<file path="config.mk">
export PLATFORM = sky130hd
export DESIGN_NAME = bky_load_arb_flat
export DESIGN_NICKNAME = d
export VERILOG_FILES = /design/src/rtl/bky_load_arb_if.sv /design/src/rtl/bky_load_arb.sv /design/src/flat_wrapper.sv
export SDC_FILE = /design/constraint.sdc
export NUM_CORES = 1
export LEC_CHECK = 0
export CAP_MARGIN = 30
export CORE_ASPECT_RATIO = 1.1
export CORE_MARGIN = 2
export CORE_UTILIZATION = 40
export DETAILED_ROUTE_END_ITERATION = 12
export PLACE_DENSITY_LB_ADDON = 0.05
export SYNTH_ARGS = -nofsm -noshare
export SYNTH_HDL_FRONTEND = slang
export SYNTH_SLANG_ARGS = --single-unit
export TNS_END_PERCENT = 30
</file>
<file path="constraint.sdc">
create_clock -name clk -period 4.4 [get_ports clk]
set_clock_uncertainty 0.1 [all_clocks]
set_input_delay 0.66 -clock clk [delete_from_list [all_inputs] [get_ports clk]]
set_output_delay 0.66 -clock clk [all_outputs]
set_load 0.03 [all_outputs]
</file>
<file path="src/rtl/bky_load_arb_if.sv">
// Handshake bundle between the config/JTAG requesters, the load FIFO status and the buckeye loader.
// Latency: none (wires only).
// Backpressure: none here; the arbiter paces the requesters through gnt/done/err.
//
// Ports (signals):
//   req[1:0]        level load requests (bit0 power-up, bit1 JTAG)
//   word_cnt        load-FIFO occupancy
//   set_done        loader done flag
//   clr_err         one-cycle pulse clearing err_flag
//   gnt[1:0]        one-hot grant
//   bky_start       loader START
//   bky_rst         loader reset pulse
//   busy            arbiter not idle
//   done[1:0]       completion pulse to the granted requester
//   err[1:0]        error pulse to the granted requester
//   err_flag        sticky error
//   load_cnt[7:0]   saturating count of successful loads
interface bky_load_arb_if #(
  parameter int CNT_W = 6
);
  logic [1:0]       req;
  logic [CNT_W-1:0] word_cnt;
  logic             set_done;
  logic             clr_err;
  logic [1:0]       gnt;
  logic             bky_start;
  logic             bky_rst;
  logic             busy;
  logic [1:0]       done;
  logic [1:0]       err;
  logic             err_flag;
  logic [7:0]       load_cnt;

  // System side: requesters, FIFO status and loader feedback.
  modport master (
    output req, word_cnt, set_done, clr_err,
    input  gnt, bky_start, bky_rst, busy, done, err, err_flag, load_cnt
  );

  // Arbiter side.
  modport slave (
    input  req, word_cnt, set_done, clr_err,
    output gnt, bky_start, bky_rst, busy, done, err, err_flag, load_cnt
  );
endinterface

</file>
<file path="src/rtl/bky_load_arb.sv">
// Arbitrates the buckeye shift-chain loader between power-up auto-load [0] and JTAG load [1], with watchdogs.
// Latency: req in IDLE with enough FIFO words -> bky_start high after 3 clk edges (GRANT, WAIT_DATA, RUN).
// Backpressure: requests wait in IDLE while busy; WAIT_DATA stalls until word_cnt >= NWORDS or timeout.
//
// Ports:
//   clk    rising-edge system clock
//   rst_n  asynchronous active-low reset
//   bus    bky_load_arb_if.slave (requests, FIFO level, loader handshake, status outputs)
module bky_load_arb #(
  parameter int NWORDS   = 19,
  parameter int CNT_W    = 6,
  parameter int TMO      = 4000,
  parameter int TMO_W    = 16,
  parameter int BRST_CYC = 4
) (
  input  logic         clk,
  input  logic         rst_n,
  bky_load_arb_if.slave bus
);

  localparam logic [CNT_W-1:0] NWORDS_C  = CNT_W'(NWORDS);
  localparam logic [TMO_W-1:0] TMO_LAST  = TMO_W'(TMO - 1);
  localparam logic [TMO_W-1:0] BRST_LAST = TMO_W'(BRST_CYC - 1);

  typedef enum logic [2:0] {
    S_IDLE,
    S_GRANT,
    S_WAIT_DATA,
    S_RUN,
    S_RELEASE,
    S_COMPLETE,
    S_ERROR
  } state_t;

  state_t           state;
  logic [TMO_W-1:0] timer;
  logic             last_gnt;   // index of the requester served most recently

  logic [1:0] pick;
  logic       data_ok;
  logic       wd_exp;
  logic       to_error;

  // Round-robin only matters when both request; a lone request always wins.
  always_comb begin
    pick = bus.req;
    if (bus.req == 2'b11) begin
      pick = last_gnt ? 2'b01 : 2'b10;
    end
  end

  assign data_ok = (bus.word_cnt >= NWORDS_C);
  assign wd_exp  = (timer == TMO_LAST);

  // A watchdog phase only errors when its own exit condition is not met in the same cycle.
  always_comb begin
    to_error = 1'b0;
    if (wd_exp) begin
      case (state)
        S_WAIT_DATA: to_error = !data_ok;
        S_RUN:       to_error = !bus.set_done;
        S_RELEASE:   to_error = bus.set_done;
        default:     to_error = 1'b0;
      endcase
    end
  end

  always_ff @(posedge clk or negedge rst_n) begin
    if (!rst_n) begin
      state         <= S_IDLE;
      timer         <= '0;
      last_gnt      <= 1'b1;
      bus.gnt       <= 2'b00;
      bus.bky_start <= 1'b0;
      bus.bky_rst   <= 1'b0;
      bus.busy      <= 1'b0;
      bus.done      <= 2'b00;
      bus.err       <= 2'b00;
      bus.err_flag  <= 1'b0;
      bus.load_cnt  <= 8'd0;
    end else begin
      bus.done <= 2'b00;
      bus.err  <= 2'b00;
      // Saturating: the timer parks at TMO-1 instead of wrapping (e.g. a long IDLE).
      timer    <= wd_exp ? timer : timer + 1'b1;

      // An error entry later in this block overrides the clear.
      if (bus.clr_err) begin
        bus.err_flag <= 1'b0;
      end

      if (to_error) begin
        state         <= S_ERROR;
        timer         <= '0;
        bus.bky_start <= 1'b0;
        bus.bky_rst   <= 1'b1;
        bus.err       <= bus.gnt;
        bus.err_flag  <= 1'b1;
      end else begin
        case (state)
          S_IDLE: begin
            if (bus.req != 2'b00) begin
              state    <= S_GRANT;
              timer    <= '0;
              bus.gnt  <= pick;
              bus.busy <= 1'b1;
            end
          end
          S_GRANT: begin
            last_gnt <= bus.gnt[1];
            state    <= S_WAIT_DATA;
            timer    <= '0;
          end
          S_WAIT_DATA: begin
            if (data_ok) begin
              state         <= S_RUN;
              timer         <= '0;
              bus.bky_start <= 1'b1;
            end
          end
          S_RUN: begin
            if (bus.set_done) begin
              state         <= S_RELEASE;
              timer         <= '0;
              bus.bky_start <= 1'b0;
            end
          end
          S_RELEASE: begin
            if (!bus.set_done) begin
              state    <= S_COMPLETE;
              timer    <= '0;
              bus.done <= bus.gnt;
              if (bus.load_cnt != 8'hFF) begin
                bus.load_cnt <= bus.load_cnt + 8'd1;
              end
            end
          end
          S_COMPLETE: begin
            state    <= S_IDLE;
            timer    <= '0;
            bus.gnt  <= 2'b00;
            bus.busy <= 1'b0;
          end
          S_ERROR: begin
            if (timer == BRST_LAST) begin
              state       <= S_IDLE;
              timer       <= '0;
              bus.bky_rst <= 1'b0;
              bus.gnt     <= 2'b00;
              bus.busy    <= 1'b0;
            end
          end
          default: begin
            state <= S_IDLE;
            timer <= '0;
          end
        endcase
      end
    end
  end

endmodule

</file>
<file path="src/flat_wrapper.sv">
// flat-port wrapper written by rule: the top's interface ports become plain ports
module bky_load_arb_flat 
#(
  parameter int NWORDS   = 19,
  parameter int CNT_W    = 6,
  parameter int TMO      = 4000,
  parameter int TMO_W    = 16,
  parameter int BRST_CYC = 4
)
  (clk, rst_n, bus_req, bus_word_cnt, bus_set_done, bus_clr_err, bus_gnt, bus_bky_start, bus_bky_rst, bus_busy, bus_done, bus_err, bus_err_flag, bus_load_cnt);
  bky_load_arb_if #(.CNT_W(CNT_W)) bus_i ();
  input  logic clk;
  input  logic rst_n;
  input wire logic [$bits(bus_i.req)-1:0] bus_req;
  input wire logic [$bits(bus_i.word_cnt)-1:0] bus_word_cnt;
  input wire logic [$bits(bus_i.set_done)-1:0] bus_set_done;
  input wire logic [$bits(bus_i.clr_err)-1:0] bus_clr_err;
  output wire logic [$bits(bus_i.gnt)-1:0] bus_gnt;
  output wire logic [$bits(bus_i.bky_start)-1:0] bus_bky_start;
  output wire logic [$bits(bus_i.bky_rst)-1:0] bus_bky_rst;
  output wire logic [$bits(bus_i.busy)-1:0] bus_busy;
  output wire logic [$bits(bus_i.done)-1:0] bus_done;
  output wire logic [$bits(bus_i.err)-1:0] bus_err;
  output wire logic [$bits(bus_i.err_flag)-1:0] bus_err_flag;
  output wire logic [$bits(bus_i.load_cnt)-1:0] bus_load_cnt;
  assign bus_i.req = bus_req;
  assign bus_i.word_cnt = bus_word_cnt;
  assign bus_i.set_done = bus_set_done;
  assign bus_i.clr_err = bus_clr_err;
  assign bus_gnt = bus_i.gnt;
  assign bus_bky_start = bus_i.bky_start;
  assign bus_bky_rst = bus_i.bky_rst;
  assign bus_busy = bus_i.busy;
  assign bus_done = bus_i.done;
  assign bus_err = bus_i.err;
  assign bus_err_flag = bus_i.err_flag;
  assign bus_load_cnt = bus_i.load_cnt;
  bky_load_arb #(.NWORDS(NWORDS), .CNT_W(CNT_W), .TMO(TMO), .TMO_W(TMO_W), .BRST_CYC(BRST_CYC)) u_core (.clk(clk), .rst_n(rst_n), .bus(bus_i));
endmodule
</file>
==> qor.txt <==
post-route insts no fill: 297
setup_tns: 0 ps
Total GRT Usage: 17.4%
antenna violations before repair: 0
Int Pwr: 0.000713 W
flops & latches, synth: 38
number of max-cap violations: 0
switching power of the nets: 0.000468 W
DRT antenna net count: 0
via count: 1679
crit start category: input pin
CTS Sinks: 38
dominant cell type by area after synthesis: dfrtp_1
LEAKAGE: 1.01 nW
Die X: 73.3 µm
CTS resizes: 0
part of the power in registers: 42.7%
number of port buffers: 29
CTS tree: done
final setup vio count: 0
row count: 27
worst rel slew slack: 39.7%
synth unique cells: 52
clk_lat worst skew: 280 ps
Final Critical Period: 2530 ps
synthesized area per cell: 9.96 µm²
most used flip-flop cell after synthesis: dfrtp_1
RSZ-0062 raised after global routing: false
Area Growth Syn to Fin: 18.4%
Root Driver: clkbuf_8
WS Path Type: in2reg
CP Capture Type: flop
number of synthesized flops with an enable pin: 0
clk slew on worst S/H paths: 70 ps
Gate power share: 37.6%
most frequent cells in the layout: dfrtp_1 (37), clkdlybuf4s50_1 (28), nand2_1 (16)
top-area cell type share of the netlist area: 43.9%
Routed WL per cell: 15.4 µm
num ports: 30
gpl congestion: 0.826
fmax: 395 MHz
main area contributors after synthesis: dfrtp_1 (44%), xnor2_1 (5.4%), nand3_1 (3.1%), nand2_1 (2.8%), nand4_1 (2.7%)
drt drc: 0
Die Ht: 80.2 µm
Hold Buf Count CTS: 0
VDD IR max: 0.312 mV
post-CTS setup repair buffer count: 0
Syn Std Cell Area: 0.00211 mm²
status: complete, no violations
first-pass GRT wire length: 7990 µm
Worst Path Max Fanout: 16
Gate Count Post-Synth: 212
largest net degree at the start of global routing: 39
grt ovf: 0
Slew Viols, Final: 0
Final Hold Fails: 0
CP required: 4420 ps
ANT cells: 0
Hold Crit Class: in2async
htree depth: 2
post-synthesis async set-or-reset flop share: 100%
number of global-route vias before repair: 1722
fraction of layout cells with a size suffix above 1: 12.1%
PwrDens: 473 mW/mm²
Clk network pwr share: 19.7%
synth warn: 0
DP Cell Count: 291
leading cell type in the layout, fill and taps excluded: dfrtp_1
CP max-delay cell: a211oi_4
cell chain of the critical path: clkdlybuf4s50_1 -> or4bb_1 -> o211ai_1 -> a211oi_4 -> nor4_1
Final HPWL DP: 3270 µm
die area: 0.00587 mm²
Starting Density: 41.9%
final worst path period share: 57.6%
Worst Max-Slew Pin Slew: 901 ps
routed wire length: 4580 µm
switch share: 39.6%
CTS max path bufs: 2
Initial DRT Pass Iterations: 4
sequential-to-total area share from yosys stat: 45.1%
syn_nets: 226
crit path DAT: 2560 ps
CTS Buf Count: 5
final net count: 254
Core Area: 0.00503 mm²
CP max stage delay: 740 ps
via/cell ratio: 5.65
DR iter-0 viols: 76
==> Yosys cell counts, types with 2 or more instances <==
cell	n
a21o_1	2
a21oi_1	4
a21oi_2	3
a31oi_1	3
and2_1	4
and3_1	6
and4_1	2
buf_2	3
buf_6	2
clkbuf_1	2
dfrtp_1	37
ha_1	2
inv_1	8
nand2_1	16
nand2b_1	3
nand3_1	13
nand4_1	9
nor2_1	11
nor2_2	5
nor2b_1	3
nor3_1	11
nor3_2	2
nor4_1	5
nor4_2	2
nor4b_1	2
o211ai_1	2
o21ai_0	6
o21bai_1	2
or2_2	2
or4bb_1	2
xnor2_1	13
xor2_1	5
==> worst max-delay path, delay by kind of cell <==
family                 cells  cell delay [ps]
AOI/OAI and AO/OA          2              900
buffers and inverters      1              610
and+or+nand+nor            2              370
==> cell type report <==
class	instances	area [µm²]
inverters	8	30.0
multi-input cells	158	1080
clock buffers	6	82.6
fillers	470	2530
repair buffers	29	285
flip-flops and latches	38	952
well taps	58	72.6
==> per-stage QoR <==
stage | setup WS, ps | cell area (µm²) | power [W] | hold slack (ps) | utilization, %
6_report | 1870 | 2500 | 0.00118 | 379 | 49.6
5_1_grt | 1670 | 2500 | 0.00127 | 428 | 49.6
4_1_cts | 1780 | 2500 | 0.00119 | 396 | 49.6
3_5_place_dp | 1450 | 2420 | 0.000955 | 381 | 48.0
3_3_place_gp | 1490 | 2420 | 0.000937 | 368 | 48.0
2_1_floorplan | 2350 | 2110 | 0.000831 | 264 | -
==> worst paths after layout <==
check,cells after the start,from,endpoint,slack [ps]
worst max-delay path,5,bus_set_done,u_core.timer[2],1870
worst min register to register,1,u_core.bus.err_flag,u_core.bus.err_flag,390
min in group clk,1,u_core.bus.err_flag,u_core.bus.err_flag,390
worst min-delay path,1,rst_n,u_core.timer[14],380
max in group asynchronous,1,rst_n,u_core.timer[0],3290
worst max register to register,5,u_core.timer[0],u_core.timer[2],1890
==> state kept, by name (all words and copies together) (netlist names) <==
register / flops
u_core.bus.bky_rst: 1
u_core.bus.bky_start: 1
u_core.bus.busy: 1
u_core.bus.done: 2
u_core.bus.err: 2
u_core.bus.err_flag: 1
u_core.bus.gnt: 2
u_core.bus.load_cnt: 8
u_core.last_gnt: 1
u_core.state: 3
u_core.timer: 16
==> power groups by stage <==
stage,combinational [W],sequential (W),clock (W)
3_5_place_dp,0.000447,0.000508,0
2_1_floorplan,0.000303,0.000529,0
4_1_cts,0.000450,0.000503,0.000242
6_report,0.000444,0.000505,0.000233
3_3_place_gp,0.000432,0.000504,0
5_1_grt,0.000490,0.000519,0.000262
==> cell families after synthesis <==
kind of cell	share of synthesized area, %
buffers and inverters	3.91
AND/OR/NAND/NOR	29.6
XOR/XNOR	7.47
AO/OA/AOI/OAI	12.2
adder cells (fa/ha/maj)	1.19
multiplexers	0.533
flip-flops	45.1
==> metal layers <==
layer,wire (µm),track usage (%)
met1,2120,22.3
met2,2180,27.7
met3,193,4.89
met4,86,6.11
met5,0,0
(Power assumes the default switching activity.)
